<file path="src/rtl/dfx_debug_reg_responder.sv">
// dfx_debug_reg_responder
// AXI4-Lite slave that exposes a small debug register window:
//   0x00 ID (RO), 0x04 CONTROL (RW), 0x08 STATUS (RO, live input),
//   0x0C SCRATCH (RW), 0x10..0x1C MBOX0-3 (RW).
// Optional feature macro: DFX_DEBUG_TIMESTAMP_EN adds a 64-bit free-running
// timestamp at 0x20 TS_LO / 0x24 TS_HI (RO). Reading TS_LO captures the upper
// word so a following TS_HI read returns a coherent 64-bit value.
// Without the macro, 0x20/0x24 decode as misses.
//
// Handshake rule used on every channel: a transfer happens on the rising edge
// where valid and ready are both 1; a source holds valid and payload stable
// until that edge, and a sink may raise ready regardless of valid.
//
// Write FSM (w_state): W_IDLE accepts AW and W independently (either order or
// together) and commits on the edge where both are held; W_RESP holds bvalid
// until bready. Read FSM (r_state): R_IDLE accepts AR and registers the data,
// R_DATA holds rvalid until rready. The two FSMs are independent.
module dfx_debug_reg_responder #(
    parameter logic [31:0] ID_VALUE  = 32'hDF0C_0001,
    parameter logic [31:0] ADDR_BASE = 32'h0000_0000
) (
    input  logic        McuAxiClock,
    input  logic        mMcuAxiReset_n,
    input  logic [31:0] mDebugMcu_AXI_awaddr,
    input  logic [2:0]  mDebugMcu_AXI_awprot,
    input  logic        mDebugMcu_AXI_awvalid,
    output logic        mDebugMcu_AXI_awready,
    input  logic [31:0] mDebugMcu_AXI_wdata,
    input  logic [3:0]  mDebugMcu_AXI_wstrb,
    input  logic        mDebugMcu_AXI_wvalid,
    output logic        mDebugMcu_AXI_wready,
    output logic [1:0]  mDebugMcu_AXI_bresp,
    output logic        mDebugMcu_AXI_bvalid,
    input  logic        mDebugMcu_AXI_bready,
    input  logic [31:0] mDebugMcu_AXI_araddr,
    input  logic [2:0]  mDebugMcu_AXI_arprot,
    input  logic        mDebugMcu_AXI_arvalid,
    output logic        mDebugMcu_AXI_arready,
    output logic [31:0] mDebugMcu_AXI_rdata,
    output logic [1:0]  mDebugMcu_AXI_rresp,
    output logic        mDebugMcu_AXI_rvalid,
    input  logic        mDebugMcu_AXI_rready,
    output logic [31:0] mDebugControl,
    output logic        mDebugControlWr,
    input  logic [31:0] mDebugStatus
);

    localparam logic [1:0] RESP_OKAY   = 2'b00;
    localparam logic [1:0] RESP_SLVERR = 2'b10;

    // Word indices within the 256-byte window (byte offset >> 2).
    localparam logic [5:0] IDX_ID      = 6'd0;
    localparam logic [5:0] IDX_CONTROL = 6'd1;
    localparam logic [5:0] IDX_STATUS  = 6'd2;
    localparam logic [5:0] IDX_SCRATCH = 6'd3;
    localparam logic [5:0] IDX_MBOX0   = 6'd4;
    localparam logic [5:0] IDX_MBOX1   = 6'd5;
    localparam logic [5:0] IDX_MBOX2   = 6'd6;
    localparam logic [5:0] IDX_MBOX3   = 6'd7;
`ifdef DFX_DEBUG_TIMESTAMP_EN
    localparam logic [5:0] IDX_TS_LO   = 6'd8;
    localparam logic [5:0] IDX_TS_HI   = 6'd9;
`endif

    typedef enum logic {
        W_IDLE = 1'b0,
        W_RESP = 1'b1
    } w_state_t;

    typedef enum logic {
        R_IDLE = 1'b0,
        R_DATA = 1'b1
    } r_state_t;

    // FSM state, visible by name for checkers bound to this module.
    w_state_t w_state;
    r_state_t r_state;

    // Register file.
    logic [31:0] control;
    logic [31:0] scratch;
    logic [31:0] mbox0;
    logic [31:0] mbox1;
    logic [31:0] mbox2;
    logic [31:0] mbox3;

    // Write channel state: AW and W may be captured on different cycles.
    logic        aw_held;
    logic        w_held;
    logic [29:0] awaddr_q;     // word address, byte bits dropped
    logic [31:0] wdata_q;
    logic [3:0]  wstrb_q;
    logic        aw_rdy;
    logic        w_rdy;
    logic        b_valid;
    logic [1:0]  b_resp;
    logic        ctrl_wr;

    // Read channel registered outputs.
    logic        ar_rdy;
    logic        r_valid;
    logic [31:0] r_data;
    logic [1:0]  r_resp;

`ifdef DFX_DEBUG_TIMESTAMP_EN
    logic [63:0] ts_count;
    logic [31:0] ts_hi_snap;
`endif

    // Byte-lane merge of new data into an existing register value.
    function automatic logic [31:0] lane_merge(input logic [31:0] old_val,
                                               input logic [31:0] new_val,
                                               input logic [3:0]  strb);
        logic [31:0] res;
        for (int i = 0; i < 4; i++) begin
            res[i*8 +: 8] = strb[i] ? new_val[i*8 +: 8] : old_val[i*8 +: 8];
        end
        return res;
    endfunction

    // True when the word address lies in this block's 256-byte page.
    function automatic logic page_hit(input logic [29:0] waddr);
        return waddr[29:6] == ADDR_BASE[31:8];
    endfunction

    // True for any mapped register (RO or RW).
    function automatic logic idx_mapped(input logic [5:0] idx);
        logic m;
        m = (idx <= IDX_MBOX3);
`ifdef DFX_DEBUG_TIMESTAMP_EN
        m = m || (idx == IDX_TS_LO) || (idx == IDX_TS_HI);
`endif
        return m;
    endfunction

    // ------------------------------------------------------------------
    // Write-side decode
    // ------------------------------------------------------------------
    logic        aw_fire;
    logic        w_fire;
    logic        have_aw;
    logic        have_w;
    logic [29:0] wr_waddr;
    logic [31:0] wr_data;
    logic [3:0]  wr_strb;
    logic [5:0]  wr_idx;
    logic        wr_hit;
    logic        wr_commit;

    assign aw_fire   = mDebugMcu_AXI_awvalid && aw_rdy;
    assign w_fire    = mDebugMcu_AXI_wvalid  && w_rdy;
    assign have_aw   = aw_held || aw_fire;
    assign have_w    = w_held  || w_fire;
    assign wr_waddr  = aw_held ? awaddr_q : mDebugMcu_AXI_awaddr[31:2];
    assign wr_data   = w_held  ? wdata_q  : mDebugMcu_AXI_wdata;
    assign wr_strb   = w_held  ? wstrb_q  : mDebugMcu_AXI_wstrb;
    assign wr_idx    = wr_waddr[5:0];
    assign wr_hit    = page_hit(wr_waddr) && idx_mapped(wr_idx);
    assign wr_commit = (w_state == W_IDLE) && have_aw && have_w;

    // Write FSM, AW/W capture, register file updates and CONTROL pulse.
    always_ff @(posedge McuAxiClock) begin
        if (!mMcuAxiReset_n) begin
            w_state  <= W_IDLE;
            aw_held  <= 1'b0;
            w_held   <= 1'b0;
            awaddr_q <= '0;
            wdata_q  <= '0;
            wstrb_q  <= '0;
            aw_rdy   <= 1'b0;
            w_rdy    <= 1'b0;
            b_valid  <= 1'b0;
            b_resp   <= RESP_OKAY;
            ctrl_wr  <= 1'b0;
            control  <= '0;
            scratch  <= '0;
            mbox0    <= '0;
            mbox1    <= '0;
            mbox2    <= '0;
            mbox3    <= '0;
        end else begin
            ctrl_wr <= 1'b0;
            case (w_state)
                W_IDLE: begin
                    if (wr_commit) begin
                        // Only RW registers change; RO hits and misses are no-ops.
                        if (wr_hit) begin
                            case (wr_idx)
                                IDX_CONTROL: begin
                                    control <= lane_merge(control, wr_data, wr_strb);
                                    ctrl_wr <= 1'b1;
                                end
                                IDX_SCRATCH: scratch <= lane_merge(scratch, wr_data, wr_strb);
                                IDX_MBOX0:   mbox0   <= lane_merge(mbox0,   wr_data, wr_strb);
                                IDX_MBOX1:   mbox1   <= lane_merge(mbox1,   wr_data, wr_strb);
                                IDX_MBOX2:   mbox2   <= lane_merge(mbox2,   wr_data, wr_strb);
                                IDX_MBOX3:   mbox3   <= lane_merge(mbox3,   wr_data, wr_strb);
                                default: ;
                            endcase
                        end
                        b_resp  <= wr_hit ? RESP_OKAY : RESP_SLVERR;
                        b_valid <= 1'b1;
                        aw_held <= 1'b0;
                        w_held  <= 1'b0;
                        aw_rdy  <= 1'b0;
                        w_rdy   <= 1'b0;
                        w_state <= W_RESP;
                    end else begin
                        if (aw_fire) begin
                            aw_held  <= 1'b1;
                            awaddr_q <= mDebugMcu_AXI_awaddr[31:2];
                        end
                        if (w_fire) begin
                            w_held  <= 1'b1;
                            wdata_q <= mDebugMcu_AXI_wdata;
                            wstrb_q <= mDebugMcu_AXI_wstrb;
                        end
                        // Each channel stays ready until its beat is captured.
                        aw_rdy <= !have_aw;
                        w_rdy  <= !have_w;
                    end
                end
                W_RESP: begin
                    if (mDebugMcu_AXI_bready) begin
                        b_valid <= 1'b0;
                        aw_rdy  <= 1'b1;
                        w_rdy   <= 1'b1;
                        w_state <= W_IDLE;
                    end
                end
                default: w_state <= W_IDLE;
            endcase
        end
    end

    // ------------------------------------------------------------------
    // Read-side decode: values are taken from current register contents,
    // so a write committing on the same edge is not yet visible.
    // ------------------------------------------------------------------
    logic [29:0] rd_waddr;
    logic [5:0]  rd_idx;
    logic        rd_hit;
    logic [31:0] rd_word;
    logic        ar_fire;

    assign rd_waddr = mDebugMcu_AXI_araddr[31:2];
    assign rd_idx   = rd_waddr[5:0];
    assign ar_fire  = mDebugMcu_AXI_arvalid && ar_rdy;

    // Read data multiplexer.
    always_comb begin
        rd_hit  = page_hit(rd_waddr) && idx_mapped(rd_idx);
        rd_word = '0;
        case (rd_idx)
            IDX_ID:      rd_word = ID_VALUE;
            IDX_CONTROL: rd_word = control;
            IDX_STATUS:  rd_word = mDebugStatus;
            IDX_SCRATCH: rd_word = scratch;
            IDX_MBOX0:   rd_word = mbox0;
            IDX_MBOX1:   rd_word = mbox1;
            IDX_MBOX2:   rd_word = mbox2;
            IDX_MBOX3:   rd_word = mbox3;
`ifdef DFX_DEBUG_TIMESTAMP_EN
            IDX_TS_LO:   rd_word = ts_count[31:0];
            IDX_TS_HI:   rd_word = ts_hi_snap;
`endif
            default:     rd_word = '0;
        endcase
        if (!rd_hit) begin
            rd_word = '0;
        end
    end

    // Read FSM with one-cycle registered data path.
    always_ff @(posedge McuAxiClock) begin
        if (!mMcuAxiReset_n) begin
            r_state <= R_IDLE;
            ar_rdy  <= 1'b0;
            r_valid <= 1'b0;
            r_data  <= '0;
            r_resp  <= RESP_OKAY;
`ifdef DFX_DEBUG_TIMESTAMP_EN
            ts_hi_snap <= '0;
`endif
        end else begin
            case (r_state)
                R_IDLE: begin
                    ar_rdy <= 1'b1;
                    if (ar_fire) begin
                        r_data  <= rd_word;
                        r_resp  <= rd_hit ? RESP_OKAY : RESP_SLVERR;
                        r_valid <= 1'b1;
                        ar_rdy  <= 1'b0;
                        r_state <= R_DATA;
`ifdef DFX_DEBUG_TIMESTAMP_EN
                        // Freeze the upper word alongside the lower-word read.
                        if (rd_hit && rd_idx == IDX_TS_LO) begin
                            ts_hi_snap <= ts_count[63:32];
                        end
`endif
                    end
                end
                R_DATA: begin
                    if (mDebugMcu_AXI_rready) begin
                        r_valid <= 1'b0;
                        ar_rdy  <= 1'b1;
                        r_state <= R_IDLE;
                    end
                end
                default: r_state <= R_IDLE;
            endcase
        end
    end

`ifdef DFX_DEBUG_TIMESTAMP_EN
    // Free-running 64-bit timestamp; wraps naturally at 2^64-1.
    always_ff @(posedge McuAxiClock) begin
        if (!mMcuAxiReset_n) begin
            ts_count <= '0;
        end else begin
            ts_count <= ts_count + 64'd1;
        end
    end
`endif

    // Protection bits and byte-offset address bits carry no meaning here.
    logic unused_inputs;
    assign unused_inputs = ^{mDebugMcu_AXI_awprot, mDebugMcu_AXI_arprot,
                             mDebugMcu_AXI_awaddr[1:0], mDebugMcu_AXI_araddr[1:0]};

    assign mDebugMcu_AXI_awready = aw_rdy;
    assign mDebugMcu_AXI_wready  = w_rdy;
    assign mDebugMcu_AXI_bvalid  = b_valid;
    assign mDebugMcu_AXI_bresp   = b_resp;
    assign mDebugMcu_AXI_arready = ar_rdy;
    assign mDebugMcu_AXI_rvalid  = r_valid;
    assign mDebugMcu_AXI_rdata   = r_data;
    assign mDebugMcu_AXI_rresp   = r_resp;
    assign mDebugControl         = control;
    assign mDebugControlWr       = ctrl_wr;

endmodule
</file>
<file path="config.mk">
export PLATFORM = sky130hd
export DESIGN_NAME = dfx_debug_reg_responder
export DESIGN_NICKNAME = d
export VERILOG_FILES = /design/src/rtl/dfx_debug_reg_responder.sv
export SDC_FILE = /design/constraint.sdc
export NUM_CORES = 1
export LEC_CHECK = 0
export ABC_AREA = 1
export CAP_MARGIN = 20
export CORE_MARGIN = 5
export CORE_UTILIZATION = 30
export DETAILED_ROUTE_END_ITERATION = 16
export GPL_TIMING_DRIVEN = 0
export PLACE_DENSITY = 0.52
export SLEW_MARGIN = 20
export SYNTH_ARGS = -nofsm -noshare
export SYNTH_HDL_FRONTEND = slang
export SYNTH_SLANG_ARGS = --single-unit
</file>
<file path="constraint.sdc">
create_clock -name McuAxiClock -period 2.98 [get_ports McuAxiClock]
set_input_delay 0.596 -clock McuAxiClock [delete_from_list [all_inputs] [get_ports McuAxiClock]]
set_output_delay 0.596 -clock McuAxiClock [all_outputs]
set_load 0.1 [all_outputs]
</file>
# Word-level counts from Yosys, hierarchy flattened
# Cells that the tools add are included.
# classes
order_cmp	2
eq_ne	17
n_mux	32
n_bitwise	5
reduce_logical	49
# op_table
op	count
$pmux 32 s8	1
$reduce_and 5->1	24
$mux 32	2
$eq 6x3->1 const B	8
$logic_not 24->1	2
$mux 30	1
$eq 6x2->1 const B	3
$mux 1	18
$pmux 1 s2	7
$eq 6x1->1 const B	2
$le 6x3->1 const B	2
$reduce_and 2->1	6
$ne 2x2->1 const B	4
$logic_and 1x1->1	7
$logic_not 6->1	1
$reduce_and 3->1	2
$not 1->1	5
$mux 2	2
$mux 4	1
$reduce_bool 2->1	2
$reduce_or 4->1	1
$logic_not 1->1	2
$logic_or 1x1->1	2
# word_totals
register_bits	304
input_bits	145
out_inout_bits	74
word_cells	145

# Longest topological paths before layout
# Gate-level depths: netlist of the first run.
# logic_depth
word_depth	6
mapped_depth	14
mapped_depth_nobuf	11

# Least setup slack after synthesis of the first run
# Ideal clock, no wire load.
# synth_path
kind	reg-to-reg
startpoint	reg ar_rdy (netlist: mDebugMcu_AXI_arready)
endpoint	reg r_data[15] (netlist: mDebugMcu_AXI_rdata[15])
setup_time_ns	0.070
arrival_time_ns	2.382
required_ns	2.910
slack_ns	0.527
stages_incl_launch_ff	7
path_buffers	0
period_less_slack_ns	2.453
cell_sequence	dfxtp_1 -> nand3_1 -> inv_1 -> nand2_1 -> nor4_1 -> nand2_1 -> a21oi_1
# synth_between
elab_chain_len	2
# synth_rtl
item	line	text
start: declaration	100	logic ar_rdy;
start signal: assignment	278	ar_rdy <= 1'b0;
start signal: assignment	288	ar_rdy <= 1'b1;
start signal: assignment	293	ar_rdy <= 1'b0;
$logic_and 1x1->1	248	assign ar_fire = mDebugMcu_AXI_arvalid && ar_rdy;
$reduce_and 2->1 (no line)	-	
end signal: assignment	290	r_data <= rd_word;
end: declaration	102	logic [31:0] r_data;
# Every way passes these cells.
# A chain may end at the register's enable or synchronous reset.

# Worst setup path in the final report of the first run
# layout_path
startpoint	in mDebugMcu_AXI_araddr[7]
endpoint	reg r_data[22] (netlist: mDebugMcu_AXI_rdata[22])
# layout_between
elab_chain_len	3
word_cells_on_any_way	12
cone_classes	order compare (1); eq/ne (7); mux (2); reduce/logical (2)
# layout_rtl
item	line	text
start: declaration	35	input logic [31:0] mDebugMcu_AXI_araddr,
$le 6x3->1, or another cell as far along	129	m = (idx <= IDX_MBOX3);
$logic_and 1x1->1 or $pmux 32 s8 (tied branches)	252, 254	
$mux 32 *	269	if (!rd_hit) begin
# Every way passes the cells marked *; elsewhere a longest branch is shown, timed or not.

==> flow_results.xml, run 1 <==
<?xml version="1.0" encoding="UTF-8"?>
<metrics>
  <group name="run_status">
    <metric name="status" unit="">finished clean</metric>
  </group>
  <group name="clock_network">
    <metric name="cts_hold_repair.buffers" unit="">0</metric>
    <metric name="ctsHtreeMaxLevel" unit="">2</metric>
    <metric name="cts_resized" unit="">0</metric>
    <metric name="num_cts_buffers" unit="">37</metric>
    <metric name="cts_tree" unit="">done</metric>
    <metric name="cts_root_buf" unit="">sky130_fd_sc_hd__clkbuf_16</metric>
    <metric name="buffers_inserted_during_post_cts_setup_optimization" unit="">0</metric>
    <metric name="clock_insertion_delay_worst_skew" unit="ns">0.56</metric>
    <metric name="clkSinkCount" unit="">302</metric>
    <metric name="cts.path.max_buffers" unit="">3</metric>
    <metric name="worst_setup_hold_path_clk_slew" unit="ns">0.05</metric>
  </group>
  <group name="sta">
    <metric name="setup_tns" unit="ns">0</metric>
    <metric name="timing.fmax" unit="MHz">353</metric>
    <metric name="setup_viol" unit="">0</metric>
    <metric name="max_slew_margin" unit="%">24.0</metric>
    <metric name="number_of_pins_exceeding_their_max_slew_limit_in_the_final_report" unit="">0</metric>
    <metric name="worstMarginPinSlew" unit="ns">1.14</metric>
    <metric name="finalHoldViolCount" unit="">0</metric>
    <metric name="clock-skew-final" unit="ns">0.0141</metric>
    <metric name="period_share" unit="%">95.2</metric>
    <metric name="rsz_0062_raised_after_global_routing" unit="">no</metric>
    <metric name="timing.final.crit_period" unit="ns">2.84</metric>
    <metric name="hold_slack" unit="ns">0.451</metric>
  </group>
  <group name="floorplanning">
    <metric name="core_area" unit="sq um">49100</metric>
    <metric name="row_count" unit="">81</metric>
    <metric name="num_io_pins" unit="">219</metric>
    <metric name="initial_utilization" unit="%">30.4</metric>
    <metric name="floorplan.die.width" unit="microns">233</metric>
    <metric name="fp.dieH" unit="microns">233</metric>
    <metric name="die_area" unit="sq um">54200</metric>
  </group>
  <group name="global_route">
    <metric name="grt_busiest_layer" unit="">met2</metric>
    <metric name="grt_pass1_vias" unit="">13700</metric>
    <metric name="grt_use_met3" unit="%">3.37</metric>
    <metric name="grt_max_degree" unit="">13</metric>
    <metric name="grt_antenna_before_repair" unit="">0</metric>
    <metric name="grt_use_met1" unit="%">27.8</metric>
    <metric name="global_route.overflow_total" unit="">0</metric>
    <metric name="gr-usage-met2" unit="%">32.5</metric>
    <metric name="grt_first_pass_wirelength" unit="mm">82.8</metric>
    <metric name="gr-usage-all-layers" unit="%">20.0</metric>
  </group>
  <group name="place">
    <metric name="buffer_ports.inserted" unit="">206</metric>
    <metric name="routability_congestion" unit="">0.859</metric>
    <metric name="place_area" unit="sq um">17800</metric>
    <metric name="place.detailed.hpwl" unit="mm">41.9</metric>
  </group>
  <group name="yosys">
    <metric name="synth_top_cell_by_area" unit="">sky130_fd_sc_hd__dfxtp_1</metric>
    <metric name="yosys_most_used_dff" unit="">sky130_fd_sc_hd__dfxtp_1</metric>
    <metric name="ys_warn_count" unit="">0</metric>
    <metric name="ys_ff_latch" unit="">302</metric>
    <metric name="syn_inst" unit="">2168</metric>
    <metric name="synthArstFlopShare" unit="%">0</metric>
    <metric name="number_of_flops_mapped_to_enable_cells_by_yosys" unit="">0</metric>
    <metric name="synth.yosys.seq_area_share" unit="%">40.6</metric>
    <metric name="synth_area_leaders" unit="">sky130_fd_sc_hd__dfxtp_1 (41%), sky130_fd_sc_hd__nand2_1 (12%), sky130_fd_sc_hd__inv_1 (9.8%)</metric>
    <metric name="syn_area_per_cell" unit="sq um">6.87</metric>
    <metric name="yosysUniqueCellTypes" unit="">44</metric>
    <metric name="synth_area" unit="sq um">14900</metric>
    <metric name="synth_top_area_share" unit="%">40.6</metric>
  </group>
  <group name="route">
    <metric name="num_vias" unit="">14300</metric>
    <metric name="postRouteWirelength" unit="mm">55.2</metric>
    <metric name="detailedRoute.firstIterationViolations" unit="">1024</metric>
    <metric name="drtAntennaViolNets" unit="">0</metric>
    <metric name="drt-wirelength-per-cell" unit="microns">17.8</metric>
    <metric name="dr.pass1.iters" unit="">7</metric>
    <metric name="detail_route.vias_per_cell" unit="">4.59</metric>
    <metric name="remaining_drcs" unit="">0</metric>
  </group>
  <group name="power_and_ir_drop">
    <metric name="design_power_total" unit="uW">9710</metric>
    <metric name="leakage" unit="uW">0.00800</metric>
    <metric name="power_density" unit="nW/um^2">512</metric>
    <metric name="vdd.ir_drop.worst" unit="mV">0.270</metric>
  </group>
  <group name="layout">
    <metric name="final_design_area_excluding_fillers" unit="sq um">19000</metric>
    <metric name="share_of_post_route_cells_with_drive_strength_above_1" unit="%">6.14</metric>
    <metric name="antenna_cells" unit="">0</metric>
    <metric name="nets" unit="">2561</metric>
    <metric name="area_delta_synth_final" unit="%">27.5</metric>
    <metric name="fin_util" unit="%">38.7</metric>
    <metric name="fillers" unit="">5239</metric>
    <metric name="commonest_cells_after_routing_fill_and_taps_aside" unit="">sky130_fd_sc_hd__nand2_1 (475), sky130_fd_sc_hd__inv_1 (389), sky130_fd_sc_hd__nor2_1 (386)</metric>
    <metric name="mostFrequentLayoutCell" unit="">sky130_fd_sc_hd__nand2_1</metric>
  </group>
  <group name="worst_setup_path">
    <metric name="worst_stage_delay_on_the_critical_path" unit="ns">0.44</metric>
    <metric name="worst_ep_required_time" unit="ns">3.45</metric>
    <metric name="critPathLaunchType" unit="">primary input</metric>
    <metric name="setup.worst_path.start" unit="">mDebugMcu_AXI_araddr[7]</metric>
    <metric name="crit_path_max_fanout" unit="">10</metric>
    <metric name="worstSetupPathType" unit="">primary input to register</metric>
    <metric name="timing.critical_path.cells" unit="">clkdlybuf4s50_1, nor2_2, nand3_1, nor2_2, inv_2, clkbuf_1, o22ai_1, nor2_1, nand2_1, nand2_1, a21oi_1</metric>
    <metric name="endpoint_kind" unit="">register</metric>
    <metric name="crit_slowest_cell" unit="">sky130_fd_sc_hd__clkbuf_1</metric>
    <metric name="worst-endpoint-arrival" unit="ns">3.31</metric>
    <metric name="reg2reg_from" unit="">r_state</metric>
  </group>
  <group name="worst_hold_path">
    <metric name="min-delay-path-class" unit="">register to register</metric>
    <metric name="min_from" unit="">wdata_q[23]</metric>
  </group>
  <group name="flow_run">
    <metric name="max_cap_violations" unit="">0</metric>
  </group>
</metrics>
power breakdown:
group / total (uW) / internal, uW / switching [uW]
sequential: 4170 / 4130 / 41.8
clock: 4420 / 2600 / 1820
combinational: 1120 / 388 / 728
stage by stage:
| step | cells | worst slack, ns |
|---|---|---|
| CTS | 3107 | 0.0814 |
| detailed placement | 3041 | -0.485 |
| floorplan | 2169 | 0.527 |
| finish | 3107 | 0.143 |
| global route | 3107 | 0.0871 |
| global placement | 3039 | -1.72 |
cells in the mapped netlist, types with 13 or more instances:
cell type                  count
sky130_fd_sc_hd__mux2i_1      29
sky130_fd_sc_hd__nor2_1      387
sky130_fd_sc_hd__nand3_1      13
sky130_fd_sc_hd__clkbuf_1     56
sky130_fd_sc_hd__a21oi_1     105
sky130_fd_sc_hd__nand2_1     475
sky130_fd_sc_hd__nand4_4      17
sky130_fd_sc_hd__dfxtp_1     302
sky130_fd_sc_hd__o21bai_1    119
sky130_fd_sc_hd__buf_6        16
sky130_fd_sc_hd__inv_1       389
sky130_fd_sc_hd__o22ai_1      35
sky130_fd_sc_hd__o21ai_0     121
sky130_fd_sc_hd__buf_2        17
per-layer routing:
metal	up-vias	wire, microns
li1	7144	-
met1	6615	25600
met2	442	24700
met3	65	3760
met4	0	1080
met5	-	0
kinds of logic after synthesis:
group                  share of synthesized area [%]
other                                         0.0252
buffers and inverters                           13.8
flip-flops                                      40.6
multiplexers                                    1.95
AO/OA/AOI/OAI                                   16.3
AND/OR/NAND/NOR                                 27.3
state kept, by name (all words and copies together), names as in the netlist, 4 cells and up:
signal / count
awaddr_q: 30
mDebugControl: 32
mDebugMcu_AXI_rdata: 32
mbox0: 32
mbox1: 32
mbox2: 32
mbox3: 32
scratch: 32
wdata_q: 32
wstrb_q: 4
critical path, delay by kind of cell:
family                 cells  cell delay (ns)
AND/OR/NAND/NOR            6             1.14
buffers and inverters      3             1.06
AO/OA/AOI/OAI              2             0.51
final timing paths:
| path | cells past startpoint | endpoint | slack, ns |
|---|---|---|---|
| setup / recovery | 11 | mDebugMcu_AXI_rdata[22] | 0.14 |
| hold reg to reg | 2 | wdata_q[23] | 0.45 |
| setup reg to reg | 8 | mDebugMcu_AXI_rdata[29] | 0.45 |
| hold / removal | 2 | wdata_q[23] | 0.45 |
final cells by class:
| cell class | instances | area, sq um | area share (%) |
|---|---|---|---|
| timing repair buffer | 208 | 2070 | 10.9 |
| clock buffer | 57 | 1120 | 5.92 |
| multi-input combinational | 1372 | 6810 | 35.9 |
| sequential | 302 | 6050 | 31.8 |
| tap | 664 | 831 | 4.38 |
| buffer | 98 | 557 | 2.93 |
| inverter | 397 | 1490 | 7.86 |
| clock inverter | 9 | 57.6 | 0.303 |
Power figures use the tool's default switching activity.
==> run 2: changes to the inputs <==
--- a/config.mk
+++ b/config.mk
@@ -7,7 +7,7 @@
 export LEC_CHECK = 0
 export ABC_AREA = 1
 export CAP_MARGIN = 20
-export CORE_MARGIN = 5
+export CORE_MARGIN = 1
 export CORE_UTILIZATION = 30
 export DETAILED_ROUTE_END_ITERATION = 16
 export GPL_TIMING_DRIVEN = 0
==> flow_results.xml, run 2 (synthesis gave the netlist of run 1 again) <==
<?xml version="1.0" encoding="UTF-8"?>
<metrics>
  <group name="global_route">
    <metric name="gr-usage-all-layers" unit="%">21.6</metric>
    <metric name="grt_max_degree" unit="">13</metric>
    <metric name="grt_antenna_before_repair" unit="">1</metric>
    <metric name="grt_pass1_vias" unit="">13300</metric>
    <metric name="grt_first_pass_wirelength" unit="mm">81.2</metric>
    <metric name="global_route.overflow_total" unit="">0</metric>
  </group>
  <group name="worst_setup_path">
    <metric name="timing.critical_path.cells" unit="">clkdlybuf4s50_1, nor2_2, nand3_1, nor2_1, a22oi_1, nand3b_1, nand2_1, a21oi_1</metric>
    <metric name="worst_ep_required_time" unit="ns">3.45</metric>
    <metric name="crit_path_max_fanout" unit="">10</metric>
    <metric name="crit_slowest_cell" unit="">sky130_fd_sc_hd__nor2_1</metric>
    <metric name="critical_path.top_delay_family" unit="">simple AND/OR/NAND/NOR gates</metric>
    <metric name="worst-endpoint-arrival" unit="ns">3.22</metric>
    <metric name="critPathLaunchType" unit="">primary input</metric>
    <metric name="worstSetupPathType" unit="">primary input to register</metric>
    <metric name="reg2reg_from" unit="">r_state</metric>
    <metric name="number_of_buffer_and_inverter_stages_on_the_critical_path" unit="">1</metric>
    <metric name="worst_stage_delay_on_the_critical_path" unit="ns">0.99</metric>
    <metric name="setup.worst_path.start" unit="">mDebugMcu_AXI_araddr[7]</metric>
    <metric name="endpoint_kind" unit="">register</metric>
    <metric name="worst-r2r-setup-slack" unit="ns">0.53</metric>
  </group>
  <group name="route">
    <metric name="num_vias" unit="">14100</metric>
    <metric name="dr.pass1.iters" unit="">5</metric>
    <metric name="detail_route.vias_per_cell" unit="">4.54</metric>
    <metric name="postRouteWirelength" unit="mm">54.7</metric>
    <metric name="drtAntennaViolNets" unit="">0</metric>
    <metric name="remaining_drcs" unit="">0</metric>
    <metric name="detailedRoute.firstIterationViolations" unit="">1142</metric>
    <metric name="drt-wirelength-per-cell" unit="microns">17.6</metric>
  </group>
  <group name="floorplanning">
    <metric name="floorplan.die.width" unit="microns">225</metric>
    <metric name="initial_utilization" unit="%">30.4</metric>
    <metric name="num_io_pins" unit="">219</metric>
    <metric name="core_area" unit="sq um">49000</metric>
    <metric name="die_area" unit="sq um">50500</metric>
    <metric name="row_count" unit="">81</metric>
    <metric name="fp.dieH" unit="microns">225</metric>
  </group>
  <group name="power_and_ir_drop">
    <metric name="share_comb_of_total_power" unit="%">11.0</metric>
    <metric name="p_sw_share" unit="%">25.8</metric>
    <metric name="switching_pwr" unit="uW">2600</metric>
    <metric name="vdd.ir_drop.worst" unit="mV">0.320</metric>
    <metric name="seq_power_share" unit="%">41.5</metric>
    <metric name="power_density" unit="nW/um^2">526</metric>
    <metric name="cellInternalPower" unit="uW">7460</metric>
    <metric name="leakage" unit="uW">0.00806</metric>
    <metric name="clock_power_share" unit="%">47.4</metric>
    <metric name="design_power_total" unit="uW">10100</metric>
  </group>
  <group name="layout">
    <metric name="nets" unit="">2562</metric>
    <metric name="antenna_cells" unit="">0</metric>
    <metric name="commonest_cells_after_routing_fill_and_taps_aside" unit="">sky130_fd_sc_hd__nand2_1 (475), sky130_fd_sc_hd__inv_1 (389), sky130_fd_sc_hd__nor2_1 (386)</metric>
    <metric name="mostFrequentLayoutCell" unit="">sky130_fd_sc_hd__nand2_1</metric>
    <metric name="fin_cells" unit="">3108</metric>
    <metric name="area_delta_synth_final" unit="%">28.2</metric>
    <metric name="fillers" unit="">5133</metric>
    <metric name="share_of_post_route_cells_with_drive_strength_above_1" unit="%">6.26</metric>
  </group>
  <group name="sta">
    <metric name="number_of_pins_exceeding_their_max_slew_limit_in_the_final_report" unit="">0</metric>
    <metric name="clock-skew-final" unit="ns">0.00840</metric>
    <metric name="period_share" unit="%">92.3</metric>
    <metric name="setup_viol" unit="">0</metric>
    <metric name="max_slew_margin" unit="%">18.1</metric>
    <metric name="rsz_0062_raised_after_global_routing" unit="">no</metric>
    <metric name="worstMarginPinSlew" unit="ns">1.22</metric>
    <metric name="timing.final.crit_period" unit="ns">2.75</metric>
    <metric name="finalHoldViolCount" unit="">0</metric>
    <metric name="hold_slack" unit="ns">0.451</metric>
    <metric name="timing.fmax" unit="MHz">364</metric>
    <metric name="fin_ws" unit="ns">0.231</metric>
  </group>
  <group name="clock_network">
    <metric name="clock_insertion_delay_worst_skew" unit="ns">0.55</metric>
    <metric name="ctsHtreeMaxLevel" unit="">2</metric>
    <metric name="clkSinkCount" unit="">302</metric>
    <metric name="num_cts_buffers" unit="">38</metric>
    <metric name="worst_setup_hold_path_clk_slew" unit="ns">0.05</metric>
    <metric name="cts_tree" unit="">done</metric>
    <metric name="cts_root_buf" unit="">sky130_fd_sc_hd__clkbuf_16</metric>
    <metric name="cts_hold_repair.buffers" unit="">0</metric>
    <metric name="buffers_inserted_during_post_cts_setup_optimization" unit="">0</metric>
    <metric name="cts.path.max_buffers" unit="">3</metric>
  </group>
  <group name="place">
    <metric name="buffer_ports.inserted" unit="">206</metric>
    <metric name="routability_congestion" unit="">0.843</metric>
    <metric name="post-place-cells" unit="">3041</metric>
    <metric name="dp_worst_setup_slack" unit="ns">-0.598</metric>
    <metric name="place.detailed.hpwl" unit="mm">41.2</metric>
  </group>
  <group name="worst_hold_path">
    <metric name="min_from" unit="">awaddr_q[7]</metric>
    <metric name="min-delay-path-class" unit="">register to register</metric>
  </group>
  <group name="run_status">
    <metric name="status" unit="">finished clean</metric>
  </group>
  <group name="flow_run">
    <metric name="max_cap_violations" unit="">0</metric>
  </group>
</metrics>
## run 2: cell count changes in the layout (fill, tap and decap cells not counted), sizes merged
cell	before	now
clkinvlp	2	0
bufinv	0	3
## run 2: area by class of cell
class                      instances  area [sq um]  area share [%]
tap                              664           831            4.35
buffer                            98           558            2.92
multi-input combinational       1372          6810            35.7
clock buffer                      57          1160            6.05
sequential                       302          6050            31.7
inverter                         397          1490            7.82
timing repair buffer             208          2070            10.8
clock inverter                    10           129           0.675
## run 2: what timing repair did
action | in CTS | in global routing
gates resized for setup | 1 | 3
pin swaps | 0 | 0
endpoints found under the hold margin | 0 | 0
endpoints found under the setup margin | 3 | 6
## run 2: worst register-to-register path, delay by kind of cell (launching register included)
family	cells	cell delay, ns
AOI/OAI and AO/OA	1	0.12
buffers and inverters	3	0.78
DFF	1	0.33
and+or+nand+nor	4	1.15
## run 2: worst paths after layout
kind                                                 to  cells past startpoint
worst min register to register              awaddr_q[7]                      2
worst max-delay path            mDebugMcu_AXI_rdata[31]                      8
worst max register to register  mDebugMcu_AXI_rdata[19]                      8
worst min-delay path                        awaddr_q[7]                      2
## run 2: power groups by stage
stage / logic (uW) / clock network, uW / registers, uW
after floorplan: 568 / 0 / 4320
after global placement: 1100 / 0 / 4260
after detailed placement: 1110 / 0 / 4260
after CTS: 1110 / 4860 / 4180
after global routing: 1210 / 5010 / 4190
final: 1110 / 4770 / 4180
## run 2: routing by layer
metal	wire, microns	vias to the layer above	track usage (%)
li1	-	7154	-
met3	4010	73	3.96
met4	1590	0	7.57
met5	0	-	0
met1	24600	6424	28.6
met2	24500	454	34.9
## run 2: metrics by stage
| step | area (sq um) | util, % | setup TNS, ns |
|---|---|---|---|
| 3_5_place_dp | 17800 | 36.4 | -10.87 |
| 4_1_cts | 19100 | 39.0 | 0 |
| 6_report | 19100 | 39.0 | 0 |
| 5_1_grt | 19100 | 39.0 | 0 |
| 2_1_floorplan | 14900 | - | 0 |
| 3_3_place_gp | 17800 | 36.3 | -22.90 |
==> run 3: changes to the inputs <==
--- a/config.mk
+++ b/config.mk
@@ -7,11 +7,13 @@
 export LEC_CHECK = 0
 export ABC_AREA = 1
 export CAP_MARGIN = 20
+export CELL_PAD_IN_SITES_DETAIL_PLACEMENT = 0
+export CELL_PAD_IN_SITES_GLOBAL_PLACEMENT = 1
 export CORE_MARGIN = 1
 export CORE_UTILIZATION = 30
 export DETAILED_ROUTE_END_ITERATION = 16
 export GPL_TIMING_DRIVEN = 0
-export PLACE_DENSITY = 0.52
+export PLACE_DENSITY = 0.67
 export SLEW_MARGIN = 20
 export SYNTH_ARGS = -nofsm -noshare
 export SYNTH_HDL_FRONTEND = slang
==> flow_results.xml, run 3 (synthesis gave the netlist of run 1 again) <==
<?xml version="1.0" encoding="UTF-8"?>
<metrics>
  <group name="run_status">
    <metric name="status" unit="">finished clean</metric>
  </group>
  <group name="sta">
    <metric name="finalHoldViolCount" unit="">0</metric>
    <metric name="setup_tns" unit="ns">0</metric>
    <metric name="timing.fmax" unit="MHz">349</metric>
    <metric name="timing.final.crit_period" unit="ns">2.86</metric>
    <metric name="number_of_pins_exceeding_their_max_slew_limit_in_the_final_report" unit="">0</metric>
    <metric name="hold_slack" unit="ns">0.449</metric>
    <metric name="clock-skew-final" unit="ns">0.0154</metric>
    <metric name="rsz_0062_raised_after_global_routing" unit="">no</metric>
    <metric name="setup_viol" unit="">0</metric>
    <metric name="max_slew_margin" unit="%">30.2</metric>
    <metric name="worstMarginPinSlew" unit="ns">1.04</metric>
    <metric name="fin_ws" unit="ns">0.117</metric>
    <metric name="period_share" unit="%">96.1</metric>
  </group>
  <group name="global_route">
    <metric name="grt_first_pass_wirelength" unit="mm">81.7</metric>
    <metric name="grt_pass1_vias" unit="">13100</metric>
    <metric name="grt_max_degree" unit="">13</metric>
    <metric name="gr-usage-all-layers" unit="%">21.8</metric>
    <metric name="global_route.overflow_total" unit="">0</metric>
    <metric name="grt_antenna_before_repair" unit="">3</metric>
  </group>
  <group name="place">
    <metric name="place.detailed.hpwl" unit="mm">41.6</metric>
    <metric name="routability_congestion" unit="">0.845</metric>
    <metric name="dp_worst_setup_slack" unit="ns">-0.435</metric>
    <metric name="place_area" unit="sq um">17800</metric>
    <metric name="buffer_ports.inserted" unit="">206</metric>
  </group>
  <group name="floorplanning">
    <metric name="floorplan.die.width" unit="microns">225</metric>
    <metric name="fp.dieH" unit="microns">225</metric>
    <metric name="core_area" unit="sq um">49000</metric>
    <metric name="row_count" unit="">81</metric>
    <metric name="initial_utilization" unit="%">30.4</metric>
    <metric name="die_area" unit="sq um">50500</metric>
    <metric name="num_io_pins" unit="">219</metric>
  </group>
  <group name="layout">
    <metric name="area_delta_synth_final" unit="%">27.2</metric>
    <metric name="share_of_post_route_cells_with_drive_strength_above_1" unit="%">6.07</metric>
    <metric name="nets" unit="">2561</metric>
    <metric name="commonest_cells_after_routing_fill_and_taps_aside" unit="">sky130_fd_sc_hd__nand2_1 (475), sky130_fd_sc_hd__inv_1 (389), sky130_fd_sc_hd__nor2_1 (385)</metric>
    <metric name="multiInputGateArea" unit="sq um">6820</metric>
    <metric name="antenna_cells" unit="">0</metric>
    <metric name="mostFrequentLayoutCell" unit="">sky130_fd_sc_hd__nand2_1</metric>
    <metric name="final_design_area_excluding_fillers" unit="sq um">18900</metric>
    <metric name="seqCellArea" unit="sq um">6050</metric>
    <metric name="fillers" unit="">5202</metric>
  </group>
  <group name="clock_network">
    <metric name="ctsHtreeMaxLevel" unit="">2</metric>
    <metric name="buffers_inserted_during_post_cts_setup_optimization" unit="">0</metric>
    <metric name="cts_tree" unit="">done</metric>
    <metric name="clkSinkCount" unit="">302</metric>
    <metric name="worst_setup_hold_path_clk_slew" unit="ns">0.06</metric>
    <metric name="cts.path.max_buffers" unit="">3</metric>
    <metric name="num_cts_buffers" unit="">36</metric>
    <metric name="clock_insertion_delay_worst_skew" unit="ns">0.55</metric>
    <metric name="cts_root_buf" unit="">sky130_fd_sc_hd__clkbuf_16</metric>
  </group>
  <group name="route">
    <metric name="detailedRoute.firstIterationViolations" unit="">1152</metric>
    <metric name="drt-wirelength-per-cell" unit="microns">17.8</metric>
    <metric name="postRouteWirelength" unit="mm">55.3</metric>
    <metric name="dr.pass1.iters" unit="">5</metric>
    <metric name="num_vias" unit="">13900</metric>
    <metric name="remaining_drcs" unit="">0</metric>
    <metric name="drtAntennaViolNets" unit="">0</metric>
    <metric name="detail_route.vias_per_cell" unit="">4.48</metric>
  </group>
  <group name="worst_setup_path">
    <metric name="crit_path_max_fanout" unit="">10</metric>
    <metric name="worst-endpoint-arrival" unit="ns">3.33</metric>
    <metric name="worst-r2r-cell-count" unit="">7</metric>
    <metric name="setup.worst_path.start" unit="">mDebugMcu_AXI_araddr[7]</metric>
    <metric name="critPathCapture" unit="">mDebugMcu_AXI_rdata[19]</metric>
    <metric name="reg2reg_to" unit="">mDebugMcu_AXI_rdata[29]</metric>
    <metric name="critPathLaunchType" unit="">primary input</metric>
    <metric name="worst-r2r-setup-slack" unit="ns">0.49</metric>
    <metric name="worst_ep_required_time" unit="ns">3.44</metric>
    <metric name="worstSetupPathType" unit="">primary input to register</metric>
    <metric name="reg2reg_from" unit="">mDebugMcu_AXI_arready</metric>
    <metric name="endpoint_kind" unit="">register</metric>
  </group>
  <group name="power_and_ir_drop">
    <metric name="vdd.ir_drop.worst" unit="mV">0.272</metric>
    <metric name="leakage" unit="uW">0.00798</metric>
    <metric name="power_density" unit="nW/um^2">507</metric>
  </group>
  <group name="flow_run">
    <metric name="max_cap_violations" unit="">0</metric>
  </group>
  <group name="worst_hold_path">
    <metric name="min-delay-path-class" unit="">register to register</metric>
  </group>
</metrics>
## run 3: how the worst min path moves through the flow
stage / start / endpoint / slack, ns / cells past startpoint
after floorplan: awaddr_q[11] / awaddr_q[11] / 0.43 / 2
after global placement: awaddr_q[1] / awaddr_q[1] / 0.44 / 2
after detailed placement: awaddr_q[17] / awaddr_q[17] / 0.44 / 2
after CTS: awaddr_q[17] / awaddr_q[17] / 0.45 / 2
after global routing: awaddr_q[2] / awaddr_q[2] / 0.47 / 2
final: awaddr_q[17] / awaddr_q[17] / 0.45 / 2
## run 3: metal layers
metal	vias to the layer above	global-route usage, %	part of all wire, %
met2	370	35.5	45
met1	6308	29.3	47
met3	65	4.21	5.9
li1	7150	-	-
met5	-	0	0.024
met4	2	5.97	2.3
## run 3: critical path: stages
cell,delay (ns)
sky130_fd_sc_hd__clkdlybuf4s50_1,0.41
sky130_fd_sc_hd__nor2_2,0.24
sky130_fd_sc_hd__nand3_1,0.29
sky130_fd_sc_hd__nor2_2,0.44
sky130_fd_sc_hd__inv_2,0.22
sky130_fd_sc_hd__clkbuf_1,0.34
sky130_fd_sc_hd__o21ai_0,0.43
sky130_fd_sc_hd__nor2_1,0.12
sky130_fd_sc_hd__nand2_1,0.08
sky130_fd_sc_hd__nand2_1,0.05
sky130_fd_sc_hd__a21oi_1,0.11
## run 3: layout make-up
class                   instances  area share (%)
inverters                     397            7.88
well taps                     664            4.38
plain buffers                  98            2.94
repair buffers                209            11.0
multi-input cells            1372            36.0
clock inverters                 7           0.317
clock buffers                  54            5.65
flip-flops and latches        302            31.9
## run 3: timing repair
action                     4_1_cts  5_1_grt
setup endpoints to repair        0        4
hold buffers                     0        0
resized for setup                0        3
## run 3: per-stage QoR
stage	power, uW	instances	util [%]
floorplan	4880	2169	-
global placement	5370	3039	36.3
detailed placement	5380	3042	36.4
CTS	9720	3103	38.7
global route	10000	3103	38.7
finish	9610	3103	38.7
## run 3: power breakdown
part	leakage [uW]	switching [uW]	total [uW]	internal, uW
clock	0.000562	1770	4320	2550
combinational	0.00498	724	1110	389
sequential	0.00244	41.6	4170	4130
